[src/rtl/exp_share_arbiter_pkg.sv]
// Shared definitions for the exponential-core sharing arbiter.
// Contents: FSM state encoding, Q10.10 format constants, saturation value.
package exp_arb_pkg;

  typedef enum logic [0:0] {
    StIdle,
    StWait
  } arb_state_e;

  // Q10.10 signed fixed-point format of the shared core.
  localparam int unsigned INT_W  = 10;
  localparam int unsigned FRAC_W = 10;
  localparam int unsigned Q_W    = INT_W + FRAC_W;

  // Largest positive Q10.10 value, returned when a job is abandoned.
  localparam logic [Q_W-1:0] SAT_MAX = {1'b0, {(Q_W - 1){1'b1}}};

  // Pointer width for a requester count; kept at least 1 bit wide.
  function automatic int unsigned ptr_width(input int unsigned n);
    return (n > 1) ? $clog2(n) : 1;
  endfunction

endpackage

[src/rtl/exp_share_arbiter_if.sv]
// Bundle of requester-side and core-side signals of the exponential-core arbiter.
// Modports:
//   master - the arbiter: takes req/req_data and core results, drives grants,
//            responses, status and the core controls.
//   slave  - the environment: requesters plus the shared core.
// Signals:
//   req[NUM_REQ], req_data[NUM_REQ*DATA_WIDTH]  request levels and packed operands
//   gnt[NUM_REQ], rsp_valid[NUM_REQ]            one-cycle one-hot pulses
//   rsp_data[DATA_WIDTH], busy, err             result and status
//   exp_reset, exp_enable, exp_data_in          core controls / operand
//   exp_data_out, exp_done                      core result / completion
interface exp_share_arbiter_if #(
  parameter int unsigned NUM_REQ    = 4,
  parameter int unsigned DATA_WIDTH = 20
);

  logic [NUM_REQ-1:0]            req;
  logic [NUM_REQ*DATA_WIDTH-1:0] req_data;
  logic [NUM_REQ-1:0]            gnt;
  logic [NUM_REQ-1:0]            rsp_valid;
  logic [DATA_WIDTH-1:0]         rsp_data;
  logic                          busy;
  logic                          err;
  logic                          exp_reset;
  logic                          exp_enable;
  logic [DATA_WIDTH-1:0]         exp_data_in;
  logic [DATA_WIDTH-1:0]         exp_data_out;
  logic                          exp_done;

  modport master (
    input  req, req_data, exp_data_out, exp_done,
    output gnt, rsp_valid, rsp_data, busy, err, exp_reset, exp_enable, exp_data_in
  );

  modport slave (
    output req, req_data, exp_data_out, exp_done,
    input  gnt, rsp_valid, rsp_data, busy, err, exp_reset, exp_enable, exp_data_in
  );

endinterface

[src/rtl/exp_share_arbiter_rr_arbiter.sv]
// Combinational round-robin select: picks the first asserted request at or after
// the pointer, wrapping modulo NUM_REQ.
// Ports:
//   req   in  NUM_REQ  request vector
//   ptr   in  PtrW     highest-priority index
//   gnt   out NUM_REQ  one-hot winner (all zero when nothing requests)
//   idx   out PtrW     binary index of the winner
//   valid out 1        some request was selected
module rr_arbiter
  import exp_arb_pkg::*;
#(
  parameter int unsigned NUM_REQ = 4
) (
  input  logic [NUM_REQ-1:0]            req,
  input  logic [ptr_width(NUM_REQ)-1:0] ptr,
  output logic [NUM_REQ-1:0]            gnt,
  output logic [ptr_width(NUM_REQ)-1:0] idx,
  output logic                          valid
);

  localparam int unsigned PtrW = ptr_width(NUM_REQ);

  int unsigned cand;

  always_comb begin
    gnt   = '0;
    idx   = '0;
    valid = 1'b0;
    cand  = 0;
    for (int unsigned k = 0; k < NUM_REQ; k++) begin
      cand = (32'(ptr) + k) % NUM_REQ;
      if (!valid && req[cand]) begin
        valid     = 1'b1;
        gnt[cand] = 1'b1;
        idx       = PtrW'(cand);
      end
    end
  end

endmodule

[src/rtl/exp_share_arbiter.sv]
// Shares one exponential core among NUM_REQ requesters. A round-robin winner's
// operand is latched and presented to the core; the core result is returned to
// that owner with a one-cycle rsp_valid pulse. All outputs are registered.
// Optional feature: define EXP_ARB_TIMEOUT_EN to add a WAIT watchdog that
// abandons a job after TIMEOUT_CYCLES, returns the saturated maximum and sets
// the sticky err flag. Without it err is tied 0 and no counter is built.
// Ports:
//   clk    in  clock, rising edge
//   reset  in  asynchronous active-high reset
//   bus    master modport of exp_share_arbiter_if (requesters + core)
module exp_share_arbiter
  import exp_arb_pkg::*;
#(
  parameter int unsigned NUM_REQ        = 4,
  parameter int unsigned DATA_WIDTH     = 20,
  parameter int unsigned TIMEOUT_CYCLES = 255
) (
  input logic                 clk,
  input logic                 reset,
  exp_share_arbiter_if.master bus
);

  localparam int unsigned PtrW = ptr_width(NUM_REQ);
  localparam logic [DATA_WIDTH-1:0] SatMax = {1'b0, {(DATA_WIDTH - 1){1'b1}}};

  arb_state_e            state_q, state_d;
  logic [PtrW-1:0]       ptr_q, ptr_d;
  logic [PtrW-1:0]       owner_q, owner_d;
  logic [NUM_REQ-1:0]    gnt_q, gnt_d;
  logic [NUM_REQ-1:0]    rsp_valid_q, rsp_valid_d;
  logic [DATA_WIDTH-1:0] rsp_data_q, rsp_data_d;
  logic                  busy_q, busy_d;
  logic                  exp_reset_q, exp_reset_d;
  logic                  exp_enable_q, exp_enable_d;
  logic [DATA_WIDTH-1:0] exp_data_in_q, exp_data_in_d;

  logic [NUM_REQ-1:0]    arb_gnt;
  logic [PtrW-1:0]       arb_idx;
  logic                  arb_valid;

`ifdef EXP_ARB_TIMEOUT_EN
  localparam int unsigned CntW = $clog2(TIMEOUT_CYCLES + 1);
  logic [CntW-1:0]       cnt_q, cnt_d;
  logic                  err_q, err_d;
`else
  logic                  unused_timeout;
  assign unused_timeout = ^TIMEOUT_CYCLES;
`endif

  rr_arbiter #(
    .NUM_REQ (NUM_REQ)
  ) u_rr_arbiter (
    .req   (bus.req),
    .ptr   (ptr_q),
    .gnt   (arb_gnt),
    .idx   (arb_idx),
    .valid (arb_valid)
  );

  always_comb begin
    state_d       = state_q;
    ptr_d         = ptr_q;
    owner_d       = owner_q;
    gnt_d         = '0;
    rsp_valid_d   = '0;
    rsp_data_d    = rsp_data_q;
    busy_d        = busy_q;
    exp_reset_d   = exp_reset_q;
    exp_enable_d  = exp_enable_q;
    exp_data_in_d = exp_data_in_q;
`ifdef EXP_ARB_TIMEOUT_EN
    cnt_d         = cnt_q;
    err_d         = err_q;
`endif

    case (state_q)
      StIdle: begin
        exp_reset_d  = 1'b1;
        exp_enable_d = 1'b0;
        busy_d       = 1'b0;
        if (arb_valid) begin
          gnt_d         = arb_gnt;
          exp_data_in_d = bus.req_data[arb_idx * DATA_WIDTH +: DATA_WIDTH];
          owner_d       = arb_idx;
          exp_reset_d   = 1'b0;
          exp_enable_d  = 1'b1;
          busy_d        = 1'b1;
          ptr_d         = (arb_idx == PtrW'(NUM_REQ - 1)) ? '0 : arb_idx + PtrW'(1);
          state_d       = StWait;
`ifdef EXP_ARB_TIMEOUT_EN
          cnt_d         = '0;
`endif
        end
      end

      StWait: begin
        // Completion has priority over a watchdog expiry on the same edge.
        if (bus.exp_done) begin
          rsp_data_d           = bus.exp_data_out;
          rsp_valid_d[owner_q] = 1'b1;
          exp_enable_d         = 1'b0;
          exp_reset_d          = 1'b1;
          busy_d               = 1'b0;
          state_d              = StIdle;
        end
`ifdef EXP_ARB_TIMEOUT_EN
        else if (cnt_q == CntW'(TIMEOUT_CYCLES - 1)) begin
          rsp_data_d           = SatMax;
          rsp_valid_d[owner_q] = 1'b1;
          err_d                = 1'b1;
          exp_enable_d         = 1'b0;
          exp_reset_d          = 1'b1;
          busy_d               = 1'b0;
          state_d              = StIdle;
        end else begin
          cnt_d = cnt_q + CntW'(1);
        end
`endif
      end

      default: state_d = StIdle;
    endcase
  end

  always_ff @(posedge clk or posedge reset) begin
    if (reset) begin
      state_q       <= StIdle;
      ptr_q         <= '0;
      owner_q       <= '0;
      gnt_q         <= '0;
      rsp_valid_q   <= '0;
      rsp_data_q    <= '0;
      busy_q        <= 1'b0;
      exp_reset_q   <= 1'b1;
      exp_enable_q  <= 1'b0;
      exp_data_in_q <= '0;
    end else begin
      state_q       <= state_d;
      ptr_q         <= ptr_d;
      owner_q       <= owner_d;
      gnt_q         <= gnt_d;
      rsp_valid_q   <= rsp_valid_d;
      rsp_data_q    <= rsp_data_d;
      busy_q        <= busy_d;
      exp_reset_q   <= exp_reset_d;
      exp_enable_q  <= exp_enable_d;
      exp_data_in_q <= exp_data_in_d;
    end
  end

`ifdef EXP_ARB_TIMEOUT_EN
  always_ff @(posedge clk or posedge reset) begin
    if (reset) begin
      cnt_q <= '0;
      err_q <= 1'b0;
    end else begin
      cnt_q <= cnt_d;
      err_q <= err_d;
    end
  end

  assign bus.err = err_q;
`else
  assign bus.err = 1'b0;
`endif

  // Unused while SatMax only feeds the watchdog path.
  logic unused_sat;
  assign unused_sat = ^SatMax;

  assign bus.gnt         = gnt_q;
  assign bus.rsp_valid   = rsp_valid_q;
  assign bus.rsp_data    = rsp_data_q;
  assign bus.busy        = busy_q;
  assign bus.exp_reset   = exp_reset_q;
  assign bus.exp_enable  = exp_enable_q;
  assign bus.exp_data_in = exp_data_in_q;

endmodule
[src/flat_wrapper.sv]
// flat-port wrapper written by rule: the top's interface ports become plain ports
module exp_share_arbiter_flat import exp_arb_pkg::*;
#(
  parameter int unsigned NUM_REQ        = 4,
  parameter int unsigned DATA_WIDTH     = 20,
  parameter int unsigned TIMEOUT_CYCLES = 255
)
  (clk, reset, bus_req, bus_req_data, bus_exp_data_out, bus_exp_done, bus_gnt, bus_rsp_valid, bus_rsp_data, bus_busy, bus_err, bus_exp_reset, bus_exp_enable, bus_exp_data_in);
  exp_share_arbiter_if #(.NUM_REQ(NUM_REQ), .DATA_WIDTH(DATA_WIDTH)) bus_i ();
  input logic clk;
  input logic reset;
  input wire logic [$bits(bus_i.req)-1:0] bus_req;
  input wire logic [$bits(bus_i.req_data)-1:0] bus_req_data;
  input wire logic [$bits(bus_i.exp_data_out)-1:0] bus_exp_data_out;
  input wire logic [$bits(bus_i.exp_done)-1:0] bus_exp_done;
  output wire logic [$bits(bus_i.gnt)-1:0] bus_gnt;
  output wire logic [$bits(bus_i.rsp_valid)-1:0] bus_rsp_valid;
  output wire logic [$bits(bus_i.rsp_data)-1:0] bus_rsp_data;
  output wire logic [$bits(bus_i.busy)-1:0] bus_busy;
  output wire logic [$bits(bus_i.err)-1:0] bus_err;
  output wire logic [$bits(bus_i.exp_reset)-1:0] bus_exp_reset;
  output wire logic [$bits(bus_i.exp_enable)-1:0] bus_exp_enable;
  output wire logic [$bits(bus_i.exp_data_in)-1:0] bus_exp_data_in;
  assign bus_i.req = bus_req;
  assign bus_i.req_data = bus_req_data;
  assign bus_i.exp_data_out = bus_exp_data_out;
  assign bus_i.exp_done = bus_exp_done;
  assign bus_gnt = bus_i.gnt;
  assign bus_rsp_valid = bus_i.rsp_valid;
  assign bus_rsp_data = bus_i.rsp_data;
  assign bus_busy = bus_i.busy;
  assign bus_err = bus_i.err;
  assign bus_exp_reset = bus_i.exp_reset;
  assign bus_exp_enable = bus_i.exp_enable;
  assign bus_exp_data_in = bus_i.exp_data_in;
  exp_share_arbiter #(.NUM_REQ(NUM_REQ), .DATA_WIDTH(DATA_WIDTH), .TIMEOUT_CYCLES(TIMEOUT_CYCLES)) u_core (.clk(clk), .reset(reset), .bus(bus_i));
endmodule
[config.mk]
export PLATFORM = sky130hd
export DESIGN_NAME = exp_share_arbiter_flat
export DESIGN_NICKNAME = d
export VERILOG_FILES = /design/src/rtl/exp_share_arbiter_pkg.sv /design/src/rtl/exp_share_arbiter_if.sv /design/src/rtl/exp_share_arbiter_rr_arbiter.sv /design/src/rtl/exp_share_arbiter.sv /design/src/flat_wrapper.sv
export SDC_FILE = /design/constraint.sdc
export NUM_CORES = 1
export LEC_CHECK = 0
export CORE_MARGIN = 10
export CORE_UTILIZATION = 36
export DETAILED_ROUTE_END_ITERATION = 16
export PLACE_DENSITY = 0.82
export RECOVER_POWER = 50
export SKIP_CTS_REPAIR_TIMING = 1
export SLEW_MARGIN = 20
export SYNTH_ARGS = -nofsm -noshare
export SYNTH_HDL_FRONTEND = slang
export SYNTH_HIERARCHICAL = 1
export SYNTH_SLANG_ARGS = --single-unit
[constraint.sdc]
create_clock -name clk -period 2.94 [get_ports clk]
set_input_delay 0.588 -clock clk [delete_from_list [all_inputs] [get_ports clk]]
set_output_delay 0.588 -clock clk [all_outputs]
set_load 0.01 [all_outputs]
==> metrics.md, run 1 <==
| Metric | Value |
|---|---|
| Final period util | `0.946` |
| Initial core utilization | `0.369` |
| Synthesized instance count | `195` |
| Largest net degree at the start of global routing | `24` |
| DRC violations left | `0` |
| Synthesis-to-finish area growth | `63.6%` |
| Max-cap violations | `0` |
| Final total power | `5.65 mW` |
| Hpwl dp | `7270 µm` |
| Clock transition at the registers of the reported paths | `0.09 ns` |
| Synth warnings | `6` |
| Gpl congestion | `0.764` |
| CP Max Fanout | `22` |
| GRT met3 Usage | `0.0644` |
| Largest area contributor in the netlist | `dfrtp_1` |
| Total CTS buffers | `5` |
| Final setup violation count | `0` |
| Buffer depth of the longest clock path | `2` |
| Kind of start point of the critical path | `flip-flop` |
| Cell area after placement | `4830 µm²` |
| Fin nets | `478` |
| Initial antenna violation count | `0` |
| Utilization after layout | `0.603` |
| Ports | `159` |
| Chip Height | `112 µm` |
| Global-route wire length before repair | `13900 µm` |
| Met1 Usage GRT | `0.149` |
| Mapped Area | `3010 µm²` |
| Via/cell ratio | `4.98` |
| Clock Sinks | `55` |
| Library cells used by synthesis | `33` |
| Area share of the largest cell type after synthesis | `0.448` |
| Worst Tran Pin Value | `1.18 ns` |
| Fmax | `0.359 GHz` |
| Share of cells above drive strength 1 | `0.268` |
| Critical Path End Type | `flip-flop` |
| Gr usage total | `0.135` |
| Fin crit period | `2.78 ns` |
| Unrepaired setup endpoints after global routing | `false` |
| Initial DRC Count | `82` |
| Setup TNS | `0 ns` |
| Pwr/cell area | `1150 nW/µm²` |
| Clock latency on the worst-skew pair | `0.29 ns` |
| Synthesized flop and latch total | `55` |
| Hold WS | `0.507 ns` |
| Layout Cells excl Fill | `470` |
| Wire per inst | `18.4 µm` |
| Worst VDD drop | `0.498 mV` |
| Antenna cells | `0` |
| Met2 Use GR | `0.233` |
| Crit path DAT | `2.97 ns` |
| Mapped Avg Cell Area | `15.5 µm²` |
| Crit path capture | `u_core/bus.exp_data_in[18]$_DFFE_PP0N_` |
| Final Hold Fails | `0` |
| CTS H-tree depth | `2` |
| Slew Viols, Final | `0` |
| Count of input and output buffers | `157` |
| Most used routing layer | `met2` |
| Die Wd | `112 µm` |
| Setup Crit Path Kind | `reg2reg` |
| Layout filler cell count | `677` |
| Worst reg2reg startpoint | `u_core/ptr_q[1]$_DFFE_PP0N_` |
| R2R Setup Slk | `0.16 ns` |
| Die area | `12400 µm²` |
| Seq/Total Area, Yosys | `0.457` |
| Reg2reg path depth | `9` |
| Clock Skew | `0.00839 ns` |
| Worst r2r dst | `u_core/bus.exp_data_in[18]$_DFFE_PP0N_` |
| Req. time, crit path | `3.13 ns` |
| CP startpoint | `u_core/ptr_q[1]$_DFFE_PP0N_` |
| Post-route setup slack | `0.157 ns` |
| CTS tree | `built` |
| Pre-CTS setup slack | `-0.395 ns` |
| Synth area leaders | `dfrtp_1 (45%), mux4_2 (15%), mux2_2 (10%)` |
| WL final | `8630 µm` |
| Final Instance Area | `4930 µm²` |
| Drt first pass iters | `6` |
| Hold Path Class | `reg2reg` |
| GRT overflow | `0` |
| Vias in the first global route | `2583` |
| Std-Cell Rows | `33` |
| Rel. slew slack | `0.211` |
| Core ar. | `8180 µm²` |
| Static leakage | `2.06 nW` |
| Status | `complete, no violations` |
| Routed Antenna Nets | `0` |
| Syn Nets | `308` |
| DP Cell Count | `463` |
| Root buffer cell | `clkbuf_8` |
| Total number of vias | `2339` |
## layout by cell type, fill, tap and decap left out, drive strengths merged, types with 2 or more instances in the layout
cell type,netlist,final
a22oi,8,8
and2,4,4
buf,12,17
clkbuf,2,9
clkdlybuf4s50,0,150
dfrtp,54,54
dlygate4sd3,0,3
dlymetal6s2s,0,4
ha,6,6
inv,5,5
mux2,45,45
mux2i,2,2
mux4,24,24
nand2,2,2
nand2b,3,3
nor2,4,4
nor2b,2,2
nor3,2,2
nor3b,2,2
o21ai,6,6
## layout make-up
class / count / area, µm² / area share
well taps: 105 / 131 / 0.0266
inverters: 5 / 18.8 / 0.00381
multi-input cells: 121 / 1550 / 0.315
clock buffers: 6 / 72.6 / 0.0147
clock inverters: 1 / 30.0 / 0.00609
repair buffers: 177 / 1750 / 0.354
flip-flops and latches: 55 / 1380 / 0.280
## registers in the layout, indices dropped and copies added (netlist names)
name / flops
u_core/bus.exp_data_in: 20
u_core/bus.rsp_data: 20
u_core/bus.gnt: 4
u_core/bus.rsp_valid: 4
u_core/owner_q: 2
u_core/ptr_q: 2
u_core/bus.exp_enable: 1
u_core/bus.exp_reset: 1
u_core/state_q: 1
## critical path, cell delays in order (launching register included)
cell,delay [ns]
dfrtp_2,0.45
inv_1,0.16
ha_4,0.24
mux4_2,0.24
buf_4,0.15
nor3_1,0.07
buf_4,0.14
nand2b_1,0.08
nor2b_4,0.72
mux2_2,0.41
## cell usage after synthesis, drive strengths merged
| library cell | n |
|---|---|
| a22oi | 8 |
| a32o | 1 |
| and2 | 4 |
| and2b | 1 |
| and4 | 1 |
| buf | 12 |
| clkbuf | 2 |
| conb | 1 |
| dfrtp | 54 |
| dfstp | 1 |
| ha | 6 |
| inv | 5 |
| mux2 | 45 |
| mux2i | 2 |
| mux4 | 24 |
| nand2 | 2 |
| nand2b | 3 |
| nand3b | 1 |
| nor2 | 4 |
| nor2b | 2 |
| nor3 | 2 |
| nor3b | 2 |
| nor4 | 1 |
| nor4b | 1 |
| o211ai | 1 |
| o21ai | 6 |
| o221ai | 1 |
| o31a | 1 |
| o31ai | 1 |
## worst min-delay path by stage
stage | to | from | cells after the start
floorplan | u_core/bus.rsp_valid[2]$_DFF_PP0_ | u_core/owner_q[0]$_DFFE_PP0N_ | 1
global placement | u_core/bus.rsp_valid[0]$_DFF_PP0_ | u_core/owner_q[1]$_DFFE_PP0N_ | 1
detailed placement | u_core/bus.rsp_valid[2]$_DFF_PP0_ | u_core/owner_q[0]$_DFFE_PP0N_ | 1
CTS | u_core/bus.rsp_valid[2]$_DFF_PP0_ | u_core/owner_q[0]$_DFFE_PP0N_ | 1
global route | u_core/bus.rsp_data[12]$_DFFE_PP0P_ | u_core/bus.rsp_data[12]$_DFFE_PP0P_ | 1
finish | u_core/bus.rsp_valid[2]$_DFF_PP0_ | u_core/owner_q[0]$_DFFE_PP0N_ | 1
## metal layers
layer / vias to the layer above / routed length [µm]
met3: 4 / 890
li1: 1081 / -
met5: - / 0
met4: 0 / 57
met1: 1142 / 3430
met2: 112 / 4260
## kinds of logic (layout without fill, tap and decap cells)
logic type	after synthesis	count (layout)	share of synthesized area
buffers and inverters	19	189	0.0386
and+or+nand+nor	24	24	0.0527
muxes	71	71	0.381
AOI/OAI and AO/OA	19	19	0.0440
other	1	1	0.00124
adders and majority gates	6	6	0.0249
DFF	55	55	0.457
## power by group
part / switching (mW) / total (mW) / internal (mW) / leakage (nW)
Clock: 0.219 / 0.469 / 0.250 / 0.0513
Combinational: 1.43 / 3.80 / 2.37 / 1.35
Sequential: 0.227 / 1.38 / 1.15 / 0.655
No activity file was read; power rests on OpenSTA's default activity.
==> inputs of run 2 (changes only) <==
--- a/config.mk
+++ b/config.mk
@@ -5,10 +5,12 @@
 export SDC_FILE = /design/constraint.sdc
 export NUM_CORES = 1
 export LEC_CHECK = 0
+export CELL_PAD_IN_SITES_DETAIL_PLACEMENT = 1
+export CELL_PAD_IN_SITES_GLOBAL_PLACEMENT = 1
 export CORE_MARGIN = 10
-export CORE_UTILIZATION = 36
+export CORE_UTILIZATION = 28
 export DETAILED_ROUTE_END_ITERATION = 16
-export PLACE_DENSITY = 0.82
+export PLACE_DENSITY = 0.83
 export RECOVER_POWER = 50
 export SKIP_CTS_REPAIR_TIMING = 1
 export SLEW_MARGIN = 20
==> run 2 against run 1 <==
  * The run now ends with setup timing left
  * Sequential power about the same
  * Critical path depth unchanged
  * Register-to-register slack got worse by 0.20 ns
  * Die area increased by 23%
  * First-iteration DRC count decreased by 9.8%
  * Cell area increased by 4.1%
  * Flip-flop and latch count unchanged
  * Largest power group unchanged
==> metrics.md, run 2 (synthesis results as in run 1) <==
| Metric | Value |
|---|---|
| Setup TNS | `-0.169 ns (-0.169 ns)` |
| Clock power frac | `0.073 (-0.010)` |
| Synthesis-to-finish area growth | `70.3%` |
| Utilization after layout | `0.493 (-0.110)` |
| Share of cells above drive strength 1 | `0.317 (+0.0481)` |
| Std-Cell Rows | `37 (+12%)` |
| Die Wd | `124 µm (+11%)` |
| Slew Viols, Final | `0 (unchanged)` |
| Buffer depth of the longest clock path | `2 (unchanged)` |
| Hold Path Class | `reg2reg` |
| Worst VDD drop | `0.521 mV (+4.6%)` |
| Final total power | `6.11 mW (+8.1%)` |
| CP Max Fanout | `7 (-68%)` |
| WL final | `10500 µm (+21%)` |
| Sw Pwr | `2.13 mW (+13%)` |
| CTS H-tree depth | `2 (unchanged)` |
| Hpwl dp | `8380 µm (+15%)` |
| Die area | `15300 µm² (+23%)` |
| Routed Antenna Nets | `0 (unchanged)` |
| Hold path endpoint | `u_core/bus.rsp_data[0]$_DFFE_PP0P_` |
| Pwr/cell area | `1190 nW/µm² (+3.8%)` |
| Antenna cells | `0 (unchanged)` |
| Status | `finished, violations left` |
| Final period util | `1.01 (+0.0681)` |
| Sequential share of power | `0.226 (-0.018)` |
| GRT overflow | `0 (unchanged)` |
| Multi-input combinational cell area | `1560 µm² (+0.40%)` |
| Clock transition at the registers of the reported paths | `0.11 ns (+0.02 ns)` |
| Wire per inst | `20.3 µm (+11%)` |
| R2R Setup Slk | `-0.04 ns (-0.20 ns)` |
| Commonest non-fill, non-tap cell in the layout | `clkdlybuf4s50_1` |
| Fin crit period | `2.98 ns (+0.200 ns)` |
| Final Hold Fails | `0 (unchanged)` |
| Worst Tran Pin Value | `1.22 ns (+0.0386 ns)` |
| Most frequent cells in the layout | `clkdlybuf4s50_1 (151), dfrtp_1 (53), mux2_2 (27)` |
| Drt first pass iters | `4 (-2)` |
| Sequential cell area | `1380 µm² (about the same)` |
| Combinational power share | `0.701 (+0.028)` |
| CP startpoint | `u_core/ptr_q[1]$_DFFE_PP0N_` |
| Core ar. | `10400 µm² (+27%)` |
| Crit path DAT | `3.18 ns (+0.21 ns)` |
| Clock latency on the worst-skew pair | `0.31 ns (+0.02 ns)` |
| Initial core utilization | `0.289 (-0.0793)` |
| Vias in the first global route | `2850 (+10%)` |
| Final Instance Area | `5130 µm² (+4.1%)` |
| Clock Sinks | `55 (unchanged)` |
| Initial antenna violation count | `0 (unchanged)` |
| Clock Skew | `0.00598 ns (-0.00241 ns)` |
| Root buffer cell | `clkbuf_8` |
| Via/cell ratio | `4.75 (-4.6%)` |
| Initial DRC Count | `74 (-9.8%)` |
| Hold path startpoint | `u_core/bus.rsp_data[0]$_DFFE_PP0P_` |
| Setup Crit Path Kind | `reg2reg` |
| Layout filler cell count | `1056 (+56%)` |
| Hold path cells | `1 (unchanged)` |
| Cell area after placement | `4910 µm² (+1.8%)` |
| Count of input and output buffers | `157 (unchanged)` |
| DRC violations left | `0 (unchanged)` |
| Global-route wire length before repair | `15200 µm (+9.6%)` |
| Gr usage total | `0.126 (-0.00841)` |
| Max-cap violations | `0 (unchanged)` |
| Total number of vias | `2445 (+4.5%)` |
| Post-route setup slack | `-0.0427 ns (-0.200 ns)` |
| Critical Path End Type | `flip-flop` |
| Pre-CTS setup slack | `-0.518 ns (-0.123 ns)` |
| Chip Height | `124 µm (+11%)` |
| Int Power | `3.98 mW (+5.5%)` |
| Final setup violation count | `6 (+6)` |
| Fin nets | `491 (+2.7%)` |
| Unrepaired setup endpoints after global routing | `true` |
| Gpl congestion | `0.764 (about the same)` |
| Total CTS buffers | `5 (unchanged)` |
| Rel. slew slack | `0.185 (-0.0257)` |
| Worst reg2reg startpoint | `u_core/ptr_q[1]$_DFFE_PP0N_` |
| Reg2reg path depth | `9 (unchanged)` |
| Failing checks | `setup timing` |
| Kind of start point of the critical path | `flip-flop` |
| Fmax | `0.335 GHz (-6.7%)` |
| Ports | `159 (unchanged)` |
| Static leakage | `2.14 nW (+3.9%)` |
| Switch share | `0.348 (+0.0156)` |
| Worst r2r dst | `u_core/bus.exp_data_in[14]$_DFFE_PP0N_` |
| CTS tree | `built` |
| Req. time, crit path | `3.14 ns (about the same)` |
| Largest net degree at the start of global routing | `30 (+25%)` |
-- run 2: changes by cell type in the layout (fill, tap and decap cells not counted), moves of 2 or more --
cell	before	now
buf_4	15	22
buf_12	2	5
clkbuf_1	4	1
buf_6	0	2
clkinv_4	0	2
inv_1	5	3
inv_2	0	2
mux4_1	3	1
mux4_2	21	23
-- run 2: power groups by stage --
stage	combinational (mW)	clock, mW	sequential [mW]
floorplan	2.25	0	1.52
global placement	3.85	0	1.37
detailed placement	4.01	0	1.39
CTS	4.02	0.471	1.38
global route	4.59	0.503	1.43
finish	4.28	0.445	1.38
-- run 2: worst max-delay path, stage by stage (launching register included) --
cell,delay (ns)
dfrtp_2,0.46
inv_2,0.10
ha_4,0.22
mux4_2,0.24
nor2b_4,0.15
nor2_2,0.06
o31ai_4,0.59
clkbuf_16,0.29
mux4_2,0.50
mux2_4,0.27
-- run 2: worst max-delay path by stage --
stage / endpoint / slack [ns] / depth (start not counted)
final: u_core/bus.exp_data_in[14]$_DFFE_PP0N_ / -0.04 / 9
after global routing: u_core/bus.exp_data_in[17]$_DFFE_PP0N_ / -0.13 / 9
after CTS: u_core/bus.exp_data_in[11]$_DFFE_PP0N_ / -0.18 / 10
after detailed placement: u_core/bus.exp_data_in[11]$_DFFE_PP0N_ / -0.52 / 10
after global placement: u_core/bus.exp_data_in[8]$_DFFE_PP0N_ / -0.40 / 8
after floorplan: u_core/bus.exp_data_in[15]$_DFFE_PP0N_ / 0.004 / 11
-- run 2: per-layer routing --
layer	track usage	wire length, µm	vias up
met1	0.126	3670	1203
li1	-	-	1106
met3	0.0588	1190	10
met5	0	0	-
met2	0.230	5440	126
met4	0.0349	172	0
-- run 2: final cells by class --
type	instances	share of cell area
clock buffers	5	0.0134
clock inverters	3	0.00561
inverters	5	0.00366
multi-input cells	121	0.303
flip-flops and latches	55	0.269
well taps	136	0.0331
repair buffers	190	0.372
-- run 2: stage by stage --
stage / hold WS (ns) / std cells
floorplan: 0.453 / 195
global placement: 0.485 / 497
detailed placement: 0.494 / 497
CTS: 0.513 / 505
global route: 0.527 / 515
finish: 0.514 / 515
